==> config.mk <==
export PLATFORM = sky130hd
export DESIGN_NAME = sync_fifo_param
export DESIGN_NICKNAME = d
export VERILOG_FILES = /design/src/rtl/sfifo_pkg.sv /design/src/rtl/sfifo_mem.sv /design/src/rtl/sync_fifo_param.sv
export SDC_FILE = /design/constraint.sdc
export NUM_CORES = 1
export LEC_CHECK = 0
export CORE_MARGIN = 3
export CORE_UTILIZATION = 57
export DETAILED_ROUTE_END_ITERATION = 8
export PLACE_DENSITY_LB_ADDON = 0.25
export SETUP_SLACK_MARGIN = 0.5
export SYNTH_ARGS = -nofsm -noshare
export SYNTH_HDL_FRONTEND = slang
export SYNTH_SLANG_ARGS = --single-unit
==> constraint.sdc <==
create_clock -name clk -period 3.8 [get_ports clk]
set_input_delay 0.57 -clock clk [delete_from_list [all_inputs] [get_ports clk]]
set_output_delay 0.57 -clock clk [all_outputs]
set_load 0.01 [all_outputs]
==> src/rtl/sfifo_pkg.sv <==
// Shared types and parameter checks for the parametrised synchronous FIFO.
// Imported by sfifo_mem and sync_fifo_param.
package sfifo_pkg;

  typedef struct packed {
    logic full;
    logic empty;
    logic almost_full;
    logic almost_empty;
    logic overflow;
    logic underflow;
  } sfifo_status_t;

  // DEPTH must be a power of two (pointer wrap relies on it); thresholds lie in 0..DEPTH.
  function automatic bit sfifo_params_ok(input int depth, input int afull_th,
                                         input int aempty_th);
    bit ok;
    ok = (depth >= 2) && ((depth & (depth - 1)) == 0);
    ok = ok && (afull_th >= 0) && (afull_th <= depth);
    ok = ok && (aempty_th >= 0) && (aempty_th <= depth);
    return ok;
  endfunction

endpackage

==> src/rtl/sfifo_mem.sv <==
// FIFO storage: DEPTH x DATA_W array with one synchronous write port and one
// asynchronous read port.
module sfifo_mem
  import sfifo_pkg::*;
#(
  parameter int DATA_W = 8,
  parameter int DEPTH  = 4
) (
  input  logic                     clk,
  input  logic                     i_we,
  input  logic [$clog2(DEPTH)-1:0] i_waddr,
  input  logic [DATA_W-1:0]        i_wdata,
  input  logic [$clog2(DEPTH)-1:0] i_raddr,
  output logic [DATA_W-1:0]        o_rdata
);

  logic [DATA_W-1:0] r_mem [DEPTH];

  always_ff @(posedge clk) begin
    if (i_we) begin
      r_mem[i_waddr] <= i_wdata;
    end
  end

  assign o_rdata = r_mem[i_raddr];

endmodule

==> src/rtl/sync_fifo_param.sv <==
// Parametrised single-clock FIFO with count, almost-full/empty thresholds and sticky
// overflow/underflow flags. Define SFIFO_FWFT_EN for first-word-fall-through reads.
module sync_fifo_param
  import sfifo_pkg::*;
#(
  parameter int DATA_W    = 8,
  parameter int DEPTH     = 4,
  parameter int AFULL_TH  = DEPTH - 1,
  parameter int AEMPTY_TH = 1
) (
  input  logic                   clk,
  input  logic                   rst,
  input  logic                   i_wr_en,
  input  logic [DATA_W-1:0]      i_wr_data,
  input  logic                   i_rd_en,
  input  logic                   i_err_clr,
  output logic [DATA_W-1:0]      o_rd_data,
  output logic                   o_rd_valid,
  output logic                   o_full,
  output logic                   o_empty,
  output logic                   o_almost_full,
  output logic                   o_almost_empty,
  output logic [$clog2(DEPTH):0] o_count,
  output logic                   o_overflow,
  output logic                   o_underflow
);

  localparam int ADDR_W = $clog2(DEPTH);
  localparam int CNT_W  = ADDR_W + 1;
  localparam logic [CNT_W-1:0] LP_DEPTH  = CNT_W'(DEPTH);
  localparam logic [CNT_W-1:0] LP_AFULL  = CNT_W'(AFULL_TH);
  localparam logic [CNT_W-1:0] LP_AEMPTY = CNT_W'(AEMPTY_TH);

  if (!sfifo_params_ok(DEPTH, AFULL_TH, AEMPTY_TH)) begin : g_param_err
    $error("sync_fifo_param: illegal DEPTH/AFULL_TH/AEMPTY_TH combination");
  end

  logic [ADDR_W-1:0] r_wr_ptr;
  logic [ADDR_W-1:0] r_rd_ptr;
  logic [CNT_W-1:0]  r_count;
  logic              r_overflow;
  logic              r_underflow;
  logic              w_wr_acc;
  logic              w_rd_acc;
  logic [DATA_W-1:0] w_mem_rdata;
  sfifo_status_t     w_status;

  always_comb begin
    w_status              = '0;
    w_status.full         = (r_count == LP_DEPTH);
    w_status.empty        = (r_count == '0);
    w_status.almost_full  = (r_count >= LP_AFULL);
    w_status.almost_empty = (r_count <= LP_AEMPTY);
    w_status.overflow     = r_overflow;
    w_status.underflow    = r_underflow;
  end

  // Requests are gated by rst so storage is not written during the reset cycle.
  assign w_wr_acc = !rst && i_wr_en && !w_status.full;
  assign w_rd_acc = !rst && i_rd_en && !w_status.empty;

  sfifo_mem #(
    .DATA_W (DATA_W),
    .DEPTH  (DEPTH)
  ) u_mem (
    .clk     (clk),
    .i_we    (w_wr_acc),
    .i_waddr (r_wr_ptr),
    .i_wdata (i_wr_data),
    .i_raddr (r_rd_ptr),
    .o_rdata (w_mem_rdata)
  );

  always_ff @(posedge clk) begin
    if (rst) begin
      r_wr_ptr <= '0;
      r_rd_ptr <= '0;
      r_count  <= '0;
    end else begin
      if (w_wr_acc) r_wr_ptr <= r_wr_ptr + 1'b1;
      if (w_rd_acc) r_rd_ptr <= r_rd_ptr + 1'b1;
      case ({w_wr_acc, w_rd_acc})
        2'b10:   r_count <= r_count + 1'b1;
        2'b01:   r_count <= r_count - 1'b1;
        default: r_count <= r_count;
      endcase
    end
  end

  // A new error outranks err_clr in the same cycle so no event is ever lost.
  always_ff @(posedge clk) begin
    if (rst) begin
      r_overflow  <= 1'b0;
      r_underflow <= 1'b0;
    end else begin
      if (i_wr_en && w_status.full) r_overflow <= 1'b1;
      else if (i_err_clr)           r_overflow <= 1'b0;
      if (i_rd_en && w_status.empty) r_underflow <= 1'b1;
      else if (i_err_clr)            r_underflow <= 1'b0;
    end
  end

`ifdef SFIFO_FWFT_EN
  // Head word is shown directly; forced to zero while empty so stale storage never leaks out.
  assign o_rd_data  = w_status.empty ? '0 : w_mem_rdata;
  assign o_rd_valid = !w_status.empty;
`else
  logic [DATA_W-1:0] r_rd_data;
  logic              r_rd_valid;

  always_ff @(posedge clk) begin
    if (rst) begin
      r_rd_data  <= '0;
      r_rd_valid <= 1'b0;
    end else begin
      r_rd_valid <= w_rd_acc;
      if (w_rd_acc) r_rd_data <= w_mem_rdata;
    end
  end

  assign o_rd_data  = r_rd_data;
  assign o_rd_valid = r_rd_valid;
`endif

  assign o_full         = w_status.full;
  assign o_empty        = w_status.empty;
  assign o_almost_full  = w_status.almost_full;
  assign o_almost_empty = w_status.almost_empty;
  assign o_count        = r_count;
  assign o_overflow     = w_status.overflow;
  assign o_underflow    = w_status.underflow;

endmodule

# == Word-level counts from Yosys, hierarchy flattened ==
# Memory sizes are Yosys's and may differ from the RTL's. A register that Yosys moved wholly into a read port is not among the register bits.
# Index checks and enable logic that the tools add are counted.
# totals
reg_bits,10
mem_count,1
elab_cells,35
mem_bits_rw,32
# op_classes
n_reduce_logical,13
muxes,6
n_eq_ne,3
add_sub_neg,4
n_lt_le_gt_ge,2
# memory_table
memory,words,width,read_ports,rd_ports_with_merged_regs,wr,line,rtl
u_mem.r_mem,4,8,1,1,1,sfifo_mem.sv:17,logic [DATA_W-1:0] r_mem [DEPTH];
# op_table
op,count
1-bit logical AND,6
3-bit one-hot mux with 2 select lines,1
2-bit nonzero test,3
1-bit 2-to-1 mux,5
"2-bit by 1-bit adder with 2-bit output, second input constant",2
"3-bit by 1-bit adder with 3-bit output, second input constant",1
"3-bit == test, second input constant",1
"3-bit by 2-bit greater-or-equal comparator with 1-bit output, second input constant",1
"3-bit by 1-bit less-or-equal comparator with 1-bit output, second input constant",1
1-bit zero test,3
3-bit zero test,1
"3-bit by 1-bit subtractor with 3-bit output, second input constant",1
"2-bit by 1-bit == test with 1-bit output, second input constant",1
"2-bit == test, second input constant",1

# == Logic depth before layout (Yosys ltp) ==
# Gate-level depths: netlist of run 1.
# depth
depth_word,5
mapped_depth,10
ltp_nobuf,9

# == Cells and area by module ==
# From an unflattened synthesis of run 1, not the netlist that was laid out.
# unflattened
cells_unflattened,145
hier_area_um2,2021.9
# modules_own_cells
mod,cells_each,n_inst,area_per_inst_um2,seq_area_each_um2
sfifo_mem,46,1,1188.6,960.9
sync_fifo_param,99,1,833.3,360.3

# == Worst setup path after synthesis of run 1 ==
# No wires, ideal clock.
# synth_timing
path_kind,flip-flop to flip-flop
start,"register r_count[0], in the netlist o_count[0]"
end,"register r_count[2], in the netlist o_count[2]"
n_path_buf,0
path_stages_with_launch,10
setup_ns,0.132
synth_period_minus_slack_ns,2.114
arrival_time_ns,1.983
path_slack_ns,1.686
cell_sequence,dfxtp_1 inv_1 ha_1 a21boi_0 nor2b_1 inv_1 ha_1 and3b_2 o21bai_1 a21oi_1
# synth_via
elab_chain_cells,5
word_cells_on_any_way,12
# synth_lines
item,line,rtl
from (decl),sync_fifo_param.sv:40,logic [CNT_W-1:0] r_count;
from (signal assigned),sync_fifo_param.sv:83,2'b10: r_count <= r_count + 1'b1;
from (signal assigned),sync_fifo_param.sv:84,2'b01: r_count <= r_count - 1'b1;
from (signal assigned),sync_fifo_param.sv:85,default: r_count <= r_count;
3-bit == test / 3-bit zero test (equally long branches),"sync_fifo_param.sv:50, sync_fifo_param.sv:51",
"1-bit zero test, on equally long branches","sync_fifo_param.sv:59, sync_fifo_param.sv:60",
"1-bit logical AND, on equally long branches","sync_fifo_param.sv:59, sync_fifo_param.sv:60",
2-bit by 1-bit == test with 1-bit output / 2-bit == test (equally long branches),sync_fifo_param.sv:82,"case ({w_wr_acc, w_rd_acc})"
3-bit one-hot mux with 2 select lines / 2-bit nonzero test (equally long branches),-,
# Parallel ways exist; a longest one is shown, timed or not.
# A chain may end at the register's enable or synchronous reset.

# == Final worst setup path of run 1 ==
# layout_timing
start,"register r_count[1], in the netlist o_count[1]"
end,output o_empty
# layout_via
elab_chain_cells,1
# layout_lines
item,line,rtl
3-bit zero test,sync_fifo_param.sv:51,w_status.empty = (r_count == '0);
to (decl),sync_fifo_param.sv:20,"output logic o_empty,"
# Every way passes these cells.

==> results of run 1 <==
[final timing paths]
kind                                      to  slack (ns)  cells past startpoint
worst min register to register  o_rd_data[7]        0.48                      2
worst max-delay path                 o_empty        1.18                      5
worst max register to register    o_count[1]        1.43                      9
worst min-delay path            o_rd_data[7]        0.48                      2
[layer usage]
metal | GRT usage (%) | routed length (µm) | part of all wire (%)
met1 | 22.3 | 1460 | 44
met4 | 7.61 | 59 | 1.8
met5 | 0 | 0 | 0
met3 | 4.76 | 196 | 5.9
met2 | 27.1 | 1600 | 48
[kinds of logic after synthesis]
kind of cell	after synthesis	synth area share, %
flip-flops	50	64.0
XOR/XNOR	3	1.27
adder cells (fa/ha/maj)	10	6.06
AND/OR/NAND/NOR	40	10.5
buffers and inverters	15	3.15
AO/OA/AOI/OAI	21	5.81
multiplexers	9	9.21
[state kept, by name, summed over array words and instances, names as in the netlist]
name and count:
o_count 3, r_rd_ptr 2, o_overflow 1, o_underflow 1, u_mem.r_mem 32, r_wr_ptr 2
o_rd_valid 1, o_rd_data 8
[worst reg2reg max path, delay by kind of cell (launching register included)]
| kind | cells | cell delay, ns |
|---|---|---|
| simple gates | 3 | 0.74 |
| compound gates | 1 | 0.16 |
| fa+ha+maj | 2 | 0.53 |
| flops | 1 | 0.44 |
| xor+xnor | 1 | 0.18 |
| buf+inv | 2 | 0.24 |
[power by group through the flow]
| stage | combinational (mW) | clock, mW | sequential [mW] |
|---|---|---|---|
| finish | 0.200 | 0.269 | 0.632 |
| global route | 0.222 | 0.301 | 0.637 |
| CTS | 0.203 | 0.279 | 0.633 |
| detailed placement | 0.202 | 0 | 0.645 |
| global placement | 0.197 | 0 | 0.643 |
| floorplan | 0.115 | 0 | 0.645 |
[metrics by stage]
step	power (mW)	setup WS, ns
floorplan	0.760	1.69
global placement	0.840	1.21
detailed placement	0.847	1.12
CTS	1.12	1.15
global route	1.16	1.02
finish	1.10	1.18
[cell type report]
type                    instances  area, µm²  area share [%]
repair buffers                 31        308            12.4
multi-input cells              83        679            27.5
well taps                      46       57.6            2.33
clock buffers                   7       66.3            2.68
inverters                       9       33.8            1.37
flip-flops and latches         50       1320            53.4
clock inverters                 1       7.51           0.303
[cells in the mapped netlist]
library cell	instances	share of area, %
nand2b_1	10	3.0
xnor2_1	1	0.42
inv_2	1	0.18
inv_1	8	1.5
nor2_1	11	2.0
a21boi_0	1	0.36
mux2i_1	1	0.48
and2_2	1	0.36
clkbuf_1	4	0.73
and3b_2	1	0.48
or4_1	1	0.36
nand3_1	9	2.2
buf_2	1	0.24
o31ai_1	1	0.36
a21oi_1	4	0.97
a22oi_1	2	0.73
o21bai_1	1	0.36
ha_1	10	6.1
nor2b_1	3	0.91
dfxtp_1	18	17
and2_1	4	1.2
buf_6	1	0.55
a211oi_1	1	0.36
xor2_1	2	0.85
edfxtp_1	32	47
mux4_2	8	8.7
o21ai_0	11	2.7
==> results.txt, run 1 <==
Outcome -> completed
DR pass1 iterations -> 4
Inserted Clock Buffers -> 5
Clock net sink count -> 50
Number of diodes -> 0
CP Buf/Inv Count -> 3
CP Launch Point -> o_count[1]
Clk_skew -> 0.0131 ns
Routed Antenna Nets -> 0
CP required -> 3.23 ns
Chip height -> 66.2 µm
Area delta synth->final -> 19.7%
Share of the yosys chip area belonging to registers -> 64.0%
Leakage -> 0.853 nW
Initial antenna violation count -> 0
Most common cell after layout, fill and taps aside -> edfxtp_1
Maxcap violations -> 0
Fin crit period -> 2.62 ns
Via density -> 5.29
Slew of the pin with the lowest slew margin -> 0.608 ns
Internal -> 826 µW
Post-cts sizing count -> 0
R2R Path Start -> o_count[0]
Critical Path Source Type -> register
CP max stage delay -> 0.55 ns
Drt wl/cell -> 14.6 µm
Total Wirelength -> 3310 µm
Worst-case clock buffer depth -> 2
Most frequent cells in the layout -> 32 x edfxtp_1, 30 x clkdlybuf4s50_1, 18 x dfxtp_1
Die width -> 66.2 µm
Final Setup Violations -> 0
Setup Buffers After CTS -> 0
Hold Fails Final Rpt -> 0
DPL Wire Length -> 2380 µm
Final Instance Area -> 2470 µm²
Post-Layout Cell Count -> 227
Sw power -> 275 µW
H-tree depth -> 2
Max-slew headroom -> 59.4%
Setup TNS -> 0 ns
Synth Instances -> 148
Mapped Area -> 2070 µm²
Worst Hold Launch -> o_rd_data[7]
Critical path type -> reg2out
Port Buffers -> 30
Maximum clock frequency -> 381 MHz
Placed inst area -> 2400 µm²
Fillcell total -> 248
Final GP Congestion -> 0.796
DRT iter0 DRCs -> 125
Syn Area/Cell -> 14.0 µm²
Crit path DAT -> 2.05 ns
Worst VDD drop -> 0.000411 V
Util after Layout -> 72.4%
Grt ovf -> 0
FP Rows -> 21
Sequential share of power -> 57.4%
Hold WC Path Type -> reg2reg
Initial Utilization -> 60.5%
Tcrit/Tclk final -> 69.1%
Final net count -> 203
Hold buffer count at CTS -> 0
Tightest hold margin -> 0.482 ns
Worst setup EP type -> output port
Share of layout cells above drive strength 1 -> 10.5%
Syn_nets -> 171
IO Count -> 31
Inst Count DP -> 219
Yosys warns -> 0
Slowest cell on crit path -> clkdlybuf4s50_1
Pin count of the biggest net entering global routing -> 21
Worst-path clk slew -> 0.14 ns
CP delay by family, top -> buffers and inverters
Switching Fraction -> 25.0%
Post-synthesis cell type count -> 27
Die area -> 4380 µm²
First-pass GRT wire length -> 5440 µm
Register bit total from synthesis -> 50
Core area -> 3420 µm²
Clk root buf -> clkbuf_4
Unrepaired setup endpoints after global routing -> no
Pwr/cell area -> 445 nW/µm²
Latest clock arrival within the worst-skew pair -> 0.36 ns
Total GRT Usage -> 17.3%
DRC -> 0
Critical path, cell by cell -> inv_1 > ha_1 > nand2b_1 > inv_2 > clkdlybuf4s50_1
CTS tree -> yes
Crit-path max FO -> 10
Vias in the first global route -> 1165
Slew Viols, Final -> 0
Clock power frac -> 24.5%
Comb pwr share -> 18.2%
Total vias in the final route -> 1200
(Power assumes the default switching activity.)
==> inputs of run 2 (changes only) <==
--- a/config.mk
+++ b/config.mk
@@ -6,7 +6,7 @@
 export NUM_CORES = 1
 export LEC_CHECK = 0
 export CORE_MARGIN = 3
-export CORE_UTILIZATION = 57
+export CORE_UTILIZATION = 53
 export DETAILED_ROUTE_END_ITERATION = 8
 export PLACE_DENSITY_LB_ADDON = 0.25
 export SETUP_SLACK_MARGIN = 0.5
==> constraint.sdc (replaced) <==
create_clock -name clk -period 2.65 [get_ports clk]
set_input_delay 0.3975 -clock clk [delete_from_list [all_inputs] [get_ports clk]]
set_output_delay 0.3975 -clock clk [all_outputs]
set_load 0.01 [all_outputs]
==> run 2 against run 1 <==
First-iteration DRC count decreased by 44%. Setup slack got worse by 0.49 ns. Sequential cell count did not move. Via count rose by 0.75%. Non-clock buffer count up 2. Power increased by 48%. Critical endpoint is now o_almost_empty.
==> results.txt, run 2 (synthesized netlist as in run 1, its figures left out) <==
Initial Utilization -> 55.6%
CTS tree -> yes
Critical path type -> reg2out
R2R Path Start -> o_count[0]
Switching Fraction -> 25.4%
Via density -> 5.23
Hold WC Path Type -> reg2reg
Critical path, cell by cell -> inv_2 > ha_1 > a21oi_1 > nor2_1 > clkdlybuf4s50_1
Final GP Congestion -> 0.788
Chip height -> 68.4 µm
Unrepaired setup endpoints after global routing -> no
Worst VDD drop -> 0.000403 V
Total vias in the final route -> 1209
Clk_skew -> 0.00652 ns
Worst-path clk slew -> 0.09 ns
Final net count -> 205
Sw power -> 415 µW
Most common cell after layout, fill and taps aside -> edfxtp_1
Fin crit period -> 1.97 ns
Comb pwr share -> 18.4%
Most frequent cells in the layout -> 32 x edfxtp_1, 27 x clkdlybuf4s50_1, 16 x dfxtp_1
Inserted Clock Buffers -> 5
Hold Fails Final Rpt -> 0
Tcrit/Tclk final -> 74.2%
Critical Path Source Type -> register
Latest clock arrival within the worst-skew pair -> 0.30 ns
H-tree depth -> 2
Worst-case clock buffer depth -> 2
Area delta synth->final -> 22.6%
Maxcap violations -> 0
Worst setup EP type -> output port
Total GRT Usage -> 16.3%
Routed Antenna Nets -> 0
Post-cts sizing count -> 6
Crit path DAT -> 1.57 ns
Slew of the pin with the lowest slew margin -> 0.574 ns
IO Count -> 31
Hold buffer count at CTS -> 0
Initial antenna violation count -> 0
Leakage -> 0.917 nW
Slowest cell on crit path -> clkdlybuf4s50_1
DPL Wire Length -> 2570 µm
Sequential share of power -> 55.6%
Drt wl/cell -> 14.8 µm
Maximum clock frequency -> 508 MHz
Setup TNS -> 0 ns
Clk root buf -> clkbuf_8
CP Launch Point -> o_count[1]
First-pass GRT wire length -> 5410 µm
Internal -> 1.22 mW
Fillcell total -> 275
Util after Layout -> 68.1%
Inst Count DP -> 223
Vias in the first global route -> 1196
CP max stage delay -> 0.48 ns
CP required -> 2.25 ns
Max reg flops -> 32
Share of layout cells above drive strength 1 -> 14.8%
Max-slew headroom -> 61.7%
Core area -> 3720 µm²
Power Total -> 1.63 mW
Port Buffers -> 30
Die width -> 68.4 µm
Die area -> 4680 µm²
Pin count of the biggest net entering global routing -> 17
Area of the multi-input gates -> 692 µm²
Crit-path max FO -> 6
Largest reg by FF count -> u_mem.r_mem
Grt ovf -> 0
Worst Hold Launch -> o_rd_data[5]
Post-Layout Cell Count -> 231
Clock net sink count -> 50
Total Wirelength -> 3410 µm
Clock power frac -> 26.0%
DR pass1 iterations -> 6
Setup Buffers After CTS -> 0
Slew Viols, Final -> 0
Reg area -> 1320 µm²
Final Setup Violations -> 0
FP Rows -> 22
DRT iter0 DRCs -> 70
DRC -> 0
Pwr/cell area -> 645 nW/µm²
Number of diodes -> 0
Outcome -> completed
-- run 2: through the flow --
step / hold slack [ns] / worst slack [ns] / area, µm²
floorplan: 0.493 / 0.536 / 2070
detailed placement: 0.466 / 0.377 / 2420
finish: 0.476 / 0.683 / 2530
CTS: 0.480 / 0.504 / 2520
global placement: 0.462 / 0.403 / 2420
global route: 0.506 / 0.501 / 2530
-- run 2: layer usage --
layer | vias up | routed length [µm] | track usage, %
li1 | 597 | - | -
met1 | 565 | 1540 | 21.6
met2 | 43 | 1590 | 24.9
met3 | 4 | 233 | 4.76
met4 | 0 | 46 | 6.95
met5 | - | 0 | 0
-- run 2: cell type report --
class / count / area share, %
clock buffers: 5 / 2.72
clock inverters: 3 / 0.840
inverters: 9 / 1.43
multi-input cells: 83 / 27.3
flip-flops and latches: 50 / 52.3
well taps: 48 / 2.37
repair buffers: 33 / 13.0
-- run 2: worst max-delay path, delay by kind of cell (launching register included) --
kind | cells | cell delay, ns
compound gates | 1 | 0.11
buf+inv | 2 | 0.56
flops | 1 | 0.37
simple gates | 1 | 0.05
fa+ha+maj | 1 | 0.18
-- run 2: power groups by stage --
stage / combinational, mW / sequential, mW / clock, mW
after floorplan: 0.165 / 0.925 / 0
final: 0.300 / 0.908 / 0.425
after CTS: 0.305 / 0.909 / 0.441
after global routing: 0.332 / 0.917 / 0.467
after detailed placement: 0.291 / 0.926 / 0
after global placement: 0.287 / 0.922 / 0
-- run 2: final timing paths --
check                           cells after the start        endpoint  slack (ns)
worst min-delay path                                2    o_rd_data[5]        0.48
worst max-delay path                                5  o_almost_empty        0.68
worst min register to register                      2    o_rd_data[5]        0.48
worst max register to register                      9      o_count[2]        0.72
